===== src/rtl/frame_mem_ctrl_pkg.sv =====
// Shared constants and state/tag types for the 160x120 frame memory controller.
package frame_mem_ctrl_pkg;

  localparam int unsigned NUM_PIXELS   = 19200;
  localparam int unsigned ADDR_W       = 15;
  localparam int unsigned DATA_W       = 16;
  localparam int unsigned STARVE_LIMIT = 8;
  localparam int unsigned STARVE_W     = $clog2(STARVE_LIMIT + 1);

  localparam logic [ADDR_W-1:0]   LAST_ADDR  = ADDR_W'(NUM_PIXELS - 1);
  localparam logic [ADDR_W-1:0]   PIX_LIMIT  = ADDR_W'(NUM_PIXELS);
  localparam logic [STARVE_W-1:0] STARVE_MAX = STARVE_W'(STARVE_LIMIT);

  typedef enum logic [1:0] {WAIT_SOF, CAPTURE, FROZEN} wr_state_e;
  typedef enum logic [1:0] {TAG_NONE, TAG_DISP, TAG_DET} rd_tag_e;

endpackage


===== src/rtl/frame_rd_arbiter.sv =====
// Single read-port arbiter: display-first with detector starvation guard,
// one-cycle tagged return path.
module frame_rd_arbiter
  import frame_mem_ctrl_pkg::*;
(
  input  logic              clk,
  input  logic              rst,
  input  logic              disp_req,
  input  logic [ADDR_W-1:0] disp_addr,
  output logic              disp_gnt,
  output logic              disp_valid,
  output logic [DATA_W-1:0] disp_data,
  input  logic              det_req,
  input  logic [ADDR_W-1:0] det_addr,
  output logic              det_gnt,
  output logic              det_valid,
  output logic [DATA_W-1:0] det_data,
  output logic              enb,
  output logic [ADDR_W-1:0] addrb,
  input  logic [DATA_W-1:0] dob
);

  logic [STARVE_W-1:0] starve_q, starve_d;
  rd_tag_e             tag_q, tag_d;
  logic                oor_q, oor_d;
  logic [ADDR_W-1:0]   sel_addr;
  logic                sel_oor;

  always_comb begin
    disp_gnt = 1'b0;
    det_gnt  = 1'b0;
    if (!rst) begin
      if (det_req && starve_q == STARVE_MAX) begin
        det_gnt = 1'b1;
      end else if (disp_req) begin
        disp_gnt = 1'b1;
      end else if (det_req) begin
        det_gnt = 1'b1;
      end
    end

    // Out-of-range requests are still granted; only the memory access is suppressed.
    sel_addr = det_gnt ? det_addr : disp_addr;
    sel_oor  = (sel_addr >= PIX_LIMIT);
    enb      = (disp_gnt || det_gnt) && !sel_oor;
    addrb    = enb ? sel_addr : '0;

    starve_d = (det_req && !det_gnt) ? starve_q + STARVE_W'(1) : '0;

    tag_d = TAG_NONE;
    if (det_gnt) begin
      tag_d = TAG_DET;
    end else if (disp_gnt) begin
      tag_d = TAG_DISP;
    end
    oor_d = (disp_gnt || det_gnt) && sel_oor;
  end

  always_ff @(posedge clk) begin
    if (rst) begin
      starve_q <= '0;
      tag_q    <= TAG_NONE;
      oor_q    <= 1'b0;
    end else begin
      starve_q <= starve_d;
      tag_q    <= tag_d;
      oor_q    <= oor_d;
    end
  end

  always_comb begin
    disp_valid = 1'b0;
    det_valid  = 1'b0;
    disp_data  = '0;
    det_data   = '0;
    if (!rst) begin
      case (tag_q)
        TAG_DISP: begin
          disp_valid = 1'b1;
          if (!oor_q) disp_data = dob;
        end
        TAG_DET: begin
          det_valid = 1'b1;
          if (!oor_q) det_data = dob;
        end
        default: ;
      endcase
    end
  end

endmodule


===== src/rtl/frame_mem_ctrl.sv =====
// Frame memory controller: camera write sequencing with SOF alignment,
// overrun restart and freeze, plus the shared read-port arbiter.
module frame_mem_ctrl
  import frame_mem_ctrl_pkg::*;
(
  input  logic              clk,
  input  logic              rst,
  input  logic              cam_valid,
  input  logic              cam_sof,
  input  logic [DATA_W-1:0] cam_data,
  input  logic              freeze_req,
  output logic              frozen,
  output logic              frame_done,
  output logic              frame_err,
  input  logic              disp_req,
  input  logic [ADDR_W-1:0] disp_addr,
  output logic              disp_gnt,
  output logic              disp_valid,
  output logic [DATA_W-1:0] disp_data,
  input  logic              det_req,
  input  logic [ADDR_W-1:0] det_addr,
  output logic              det_gnt,
  output logic              det_valid,
  output logic [DATA_W-1:0] det_data,
  output logic              ena,
  output logic              wea,
  output logic [ADDR_W-1:0] addra,
  output logic [DATA_W-1:0] dia,
  output logic              enb,
  output logic [ADDR_W-1:0] addrb,
  input  logic [DATA_W-1:0] dob
);

  wr_state_e         state_q, state_d;
  logic [ADDR_W-1:0] cnt_q, cnt_d;
  logic              wr_en;
  logic [ADDR_W-1:0] wr_addr;
  logic              done_c;
  logic              err_c;

  always_comb begin
    state_d = state_q;
    cnt_d   = cnt_q;
    wr_en   = 1'b0;
    wr_addr = '0;
    done_c  = 1'b0;
    err_c   = 1'b0;
    case (state_q)
      WAIT_SOF: begin
        if (cam_sof) begin
          state_d = CAPTURE;
          wr_en   = cam_valid;
          cnt_d   = cam_valid ? ADDR_W'(1) : '0;
        end
      end
      CAPTURE: begin
        // An SOF always restarts at address 0; it is only an error mid-frame.
        if (cam_sof) begin
          err_c = (cnt_q != '0);
          wr_en = cam_valid;
          cnt_d = cam_valid ? ADDR_W'(1) : '0;
        end else if (cam_valid) begin
          wr_en   = 1'b1;
          wr_addr = cnt_q;
          if (cnt_q == LAST_ADDR) begin
            done_c  = 1'b1;
            cnt_d   = '0;
            state_d = freeze_req ? FROZEN : WAIT_SOF;
          end else begin
            cnt_d = cnt_q + ADDR_W'(1);
          end
        end
      end
      FROZEN: begin
        if (!freeze_req) state_d = WAIT_SOF;
      end
      default: state_d = WAIT_SOF;
    endcase
  end

  always_ff @(posedge clk) begin
    if (rst) begin
      state_q <= WAIT_SOF;
      cnt_q   <= '0;
    end else begin
      state_q <= state_d;
      cnt_q   <= cnt_d;
    end
  end

  assign ena        = wr_en && !rst;
  assign wea        = ena;
  assign addra      = ena ? wr_addr : '0;
  assign dia        = ena ? cam_data : '0;
  assign frame_done = done_c && !rst;
  assign frame_err  = err_c && !rst;
  assign frozen     = (state_q == FROZEN) && !rst;

  frame_rd_arbiter u_rd_arb (
    .clk        (clk),
    .rst        (rst),
    .disp_req   (disp_req),
    .disp_addr  (disp_addr),
    .disp_gnt   (disp_gnt),
    .disp_valid (disp_valid),
    .disp_data  (disp_data),
    .det_req    (det_req),
    .det_addr   (det_addr),
    .det_gnt    (det_gnt),
    .det_valid  (det_valid),
    .det_data   (det_data),
    .enb        (enb),
    .addrb      (addrb),
    .dob        (dob)
  );

endmodule


===== config.mk =====
export PLATFORM = sky130hd
export DESIGN_NAME = frame_mem_ctrl
export DESIGN_NICKNAME = d
export VERILOG_FILES = /design/src/rtl/frame_mem_ctrl_pkg.sv /design/src/rtl/frame_rd_arbiter.sv /design/src/rtl/frame_mem_ctrl.sv
export SDC_FILE = /design/constraint.sdc
export NUM_CORES = 1
export LEC_CHECK = 0
export ABC_CLOCK_PERIOD_IN_PS = 2500
export CAP_MARGIN = 20
export CORE_UTILIZATION = 31
export DETAILED_ROUTE_END_ITERATION = 16
export GPL_TIMING_DRIVEN = 0
export PLACE_DENSITY = 0.78
export SYNTH_ARGS = -nofsm -noshare
export SYNTH_HDL_FRONTEND = slang
export SYNTH_SLANG_ARGS = --single-unit

===== constraint.sdc =====
create_clock -name clk -period 2.5 [get_ports clk]
set_clock_uncertainty 0.15 [all_clocks]
set_input_delay 0.5 -clock clk [delete_from_list [all_inputs] [get_ports clk]]
set_output_delay 0.5 -clock clk [all_outputs]
set_load 0.01 [all_outputs]

==> metrics.md, run 1 <==
| Metric | Value |
|---|---|
| Crit. End Element | `primary output` |
| Pint | `822 µW` |
| RSZ-0062 raised after global routing | `yes` |
| Port bufs | `156` |
| Synth Warn # | `0` |
| Max rail drop VDD | `206 µV` |
| H-Tree Depth | `1` |
| Vias per cell | `5.05` |
| ANT cells | `0` |
| I/O Pins | `157` |
| Hpwl dp | `5660 µm` |
| PD cells | `276 nW/µm²` |
| Max-Cap Viols | `0` |
| Violated checks | `negative setup slack` |
| Total GRT Usage | `20.8%` |
| Bufs on Longest Clock Path | `2` |
| Crit path kind | `reg2out` |
| Total grt overflow | `0` |
| Data required, critical path | `1.85 ns` |
| Clk pin slew, worst setup/hold paths | `0.09 ns` |
| Least-Margin Pin Slew | `0.534 ns` |
| Vias | `2,692` |
| CTS tree | `done` |
| Sequential power share | `35.2%` |
| Cell taking the most area after synthesis | `dfxtp_1` |
| Syn Inst Count | `279` |
| Ys flop type | `dfxtp_1` |
| Vias in the first global route | `2,551` |
| Core ar. | `6350 µm²` |
| DRT Pass-1 Iters | `4` |
| Synth Cell Area | `2050 µm²` |
| Cell row count | `29` |
| Starting Density | `32.2%` |
| Most instantiated cells after synthesis | `41 x nor2_1, 27 x nor3_1, 24 x dfxtp_1, 19 x and3_1, 19 x nand2b_1` |
| Hold Path Class | `reg2reg` |
| Setup TNS | `-2.66 ns` |
| Skew-Pair Late Insertion Delay | `0.27 ns` |
| Num CTS Buffers | `3` |
| Register area share after synthesis | `23.5%` |
| Post-CTS Hold Buffers | `0` |
| Hold Path Stages | `2` |
| Residual DRC count | `0` |
| WHS Endpoint | `u_rd_arb.starve_q[0]` |
| Gpl congestion | `0.859` |
| Net Count, Synth | `352` |
| Status | `complete, but fails checks` |
| Post-synth EDFFs | `0` |
| Post-route ant nets | `0` |
| Setup ws final | `-0.228 ns` |
| Comb pwr share | `34.1%` |
| Die Area | `6930 µm²` |
| Final Critical Period | `2.73 ns` |
| Worst r2r path cells | `5` |
| Most common cell in the netlist | `nor2_1` |
| Die W | `83.2 µm` |
| Distinct cells, synth | `43` |
| Syn_area_per_cell | `7.33 µm²` |
| Hold Fails Final Rpt | `0` |
| Worst-path fanout max | `3` |
| Vert. Die Dim | `83.2 µm` |
| Reg-to-reg startpoint | `cnt_q[5]` |
| Async S/R FF share, synth | `0%` |
| Share of layout cells above drive strength 1 | `23.0%` |
| Crit start category | `flop` |
| Hold_ws | `0.365 ns` |
| Static Leak | `0.00215 µW` |
| Flop2flop setup slack | `0.34 ns` |
| Switching Share | `27.0%` |
| Hold path start | `u_rd_arb.starve_q[0]` |
| Max Transition Viols Final | `0` |
| Arr. time, crit path | `2.08 ns` |
| Area Overhead vs Synth | `99.4%` |
| Post-DP Area | `3700 µm²` |
| Net switching power | `305 µW` |
| Pin count of the biggest net entering global routing | `15` |
| Fmax achieved | `0.367 GHz` |
| Clock power share | `30.8%` |
| Final WL | `7580 µm` |
| Clk root buf | `clkbuf_8` |
| #FFs+latches synth | `24` |
| Worst r2r dst | `cnt_q[12]` |
| First-pass GRT wire length | `12,200 µm` |
| Wire per inst | `14.2 µm` |
| Final Cell Area | `4080 µm²` |
| Synth top area cells | `dfxtp_1 23%, nor2_1 7.5%, mux2i_1 7.3%, nor3_1 6.6%, and3_1 5.8%` |
| Final Cycle Share | `109%` |
| Initial antenna violation count | `0` |
| Final setup viols | `17` |
| Worst slew margin | `64.4%` |
| 1st-iter DRT viols | `109` |
| Area share of the largest cell type after synthesis | `23.5%` |
| NumNets Final | `530` |
| # clock sinks | `24` |
## routing by layer
metal | vias up | track usage, % | wire, µm
li1 | 1334 | - | -
met1 | 1238 | 24.5 | 3060
met2 | 109 | 39.6 | 3990
met3 | 11 | 2.49 | 434
met4 | 0 | 5.17 | 96
met5 | - | 0 | 0
## cell usage in the layout (no fill, tap or decap), types with 13 or more instances in the layout
master | netlist | layout
dlygate4sd2_1 | 0 | 51
nor2_1 | 41 | 38
buf_2 | 4 | 18
nand2b_1 | 19 | 19
and2_1 | 16 | 16
buf_4 | 2 | 20
dfxtp_1 | 24 | 16
mux2i_1 | 15 | 15
and3_1 | 19 | 18
clkdlybuf4s15_1 | 0 | 13
clkdlybuf4s50_1 | 0 | 58
nor3_1 | 27 | 16
## final cells by class
| type | instances | area, µm² |
|---|---|---|
| Fill cell | 556 | 2270 |
| Tap cell | 77 | 96.3 |
| Multi-Input combinational cell | 220 | 1570 |
| Inverter | 16 | 62.6 |
| Sequential cell | 24 | 495 |
| Timing Repair Buffer | 176 | 1610 |
| Clock inverter | 1 | 30.0 |
| Buffer | 16 | 176 |
| Clock buffer | 3 | 41.3 |
## metrics by stage
step | total power (µW) | instances | utilization [%] | setup WS (ns)
floorplan | 544 | 279 | - | -0.0559
global placement | 752 | 512 | 58.3 | -1.14
detailed placement | 756 | 512 | 58.3 | -1.15
CTS | 1120 | 529 | 62.9 | -0.203
global route | 1170 | 533 | 64.3 | -0.252
finish | 1130 | 533 | 64.3 | -0.228
## sequential cells by signal, summed over array words and instances (netlist names)
signal,cells
u_rd_arb.starve_q,4
cnt_q,15
state_q,2
u_rd_arb.oor_q,1
u_rd_arb.tag_q,2
## power by group through the flow
stage / logic [µW] / clock network (µW) / registers (µW)
final: 384 / 347 / 396
after global routing: 415 / 361 / 397
after CTS: 378 / 351 / 396
after detailed placement: 351 / 0 / 405
after global placement: 347 / 0 / 405
after floorplan: 142 / 0 / 403
## worst max-delay path by stage
stage / start / end
2_1_floorplan: u_rd_arb.starve_q[0] / addrb[10]
3_3_place_gp: det_req / addrb[10]
3_5_place_dp: det_req / addrb[10]
4_1_cts: u_rd_arb.starve_q[0] / addrb[13]
5_1_grt: u_rd_arb.starve_q[0] / addrb[5]
6_report: cnt_q[10] / frame_done
## critical path: stages, from the launching register on
cell and delay (ns):
dfxtp_4 0.36, or4_4 0.54, nor4_4 0.38, nand2_1 0.12, nor3_2 0.22, buf_2 0.18
## cell families (layout without fill, tap and decap cells)
logic type      after synthesis  count (layout)  share of synthesized area (%)
fa+ha+maj                     4               4                           2.45
xor+xnor                      9               9                           3.85
buf+inv                      35             212                           7.03
flops                        24              24                           23.5
mux                          15              15                           7.34
compound gates               30              30                           12.0
simple gates                162             162                           43.9
## what timing repair did
action	in CTS	in global routing
pin swaps	15	8
buffers inserted	15	5
endpoints found under the hold margin	0	0
endpoints found under the setup margin	88	39
gates cloned	1	0
resized for setup	215	37
Note: power is estimated with default switching activity, not from simulation.
==> inputs of run 2 (changes only) <==
--- a/config.mk
+++ b/config.mk
@@ -8,6 +8,7 @@
 export ABC_CLOCK_PERIOD_IN_PS = 2500
 export CAP_MARGIN = 20
 export CORE_UTILIZATION = 31
+export CTS_BUF_LIST = sky130_fd_sc_hd__clkbuf_8
 export DETAILED_ROUTE_END_ITERATION = 16
 export GPL_TIMING_DRIVEN = 0
 export PLACE_DENSITY = 0.78
==> results of run 2 <==
No change in the layout: final DEF, timing and power equal those of run 1.
==> inputs of run 3 (changes only) <==
--- a/config.mk
+++ b/config.mk
@@ -9,6 +9,7 @@
 export CAP_MARGIN = 20
 export CORE_UTILIZATION = 31
 export CTS_BUF_LIST = sky130_fd_sc_hd__clkbuf_8
+export CTS_CLUSTER_DIAMETER = 150
 export DETAILED_ROUTE_END_ITERATION = 16
 export GPL_TIMING_DRIVEN = 0
 export PLACE_DENSITY = 0.78
==> results of run 3 <==
No change in the layout: final DEF, timing and power equal those of run 1.
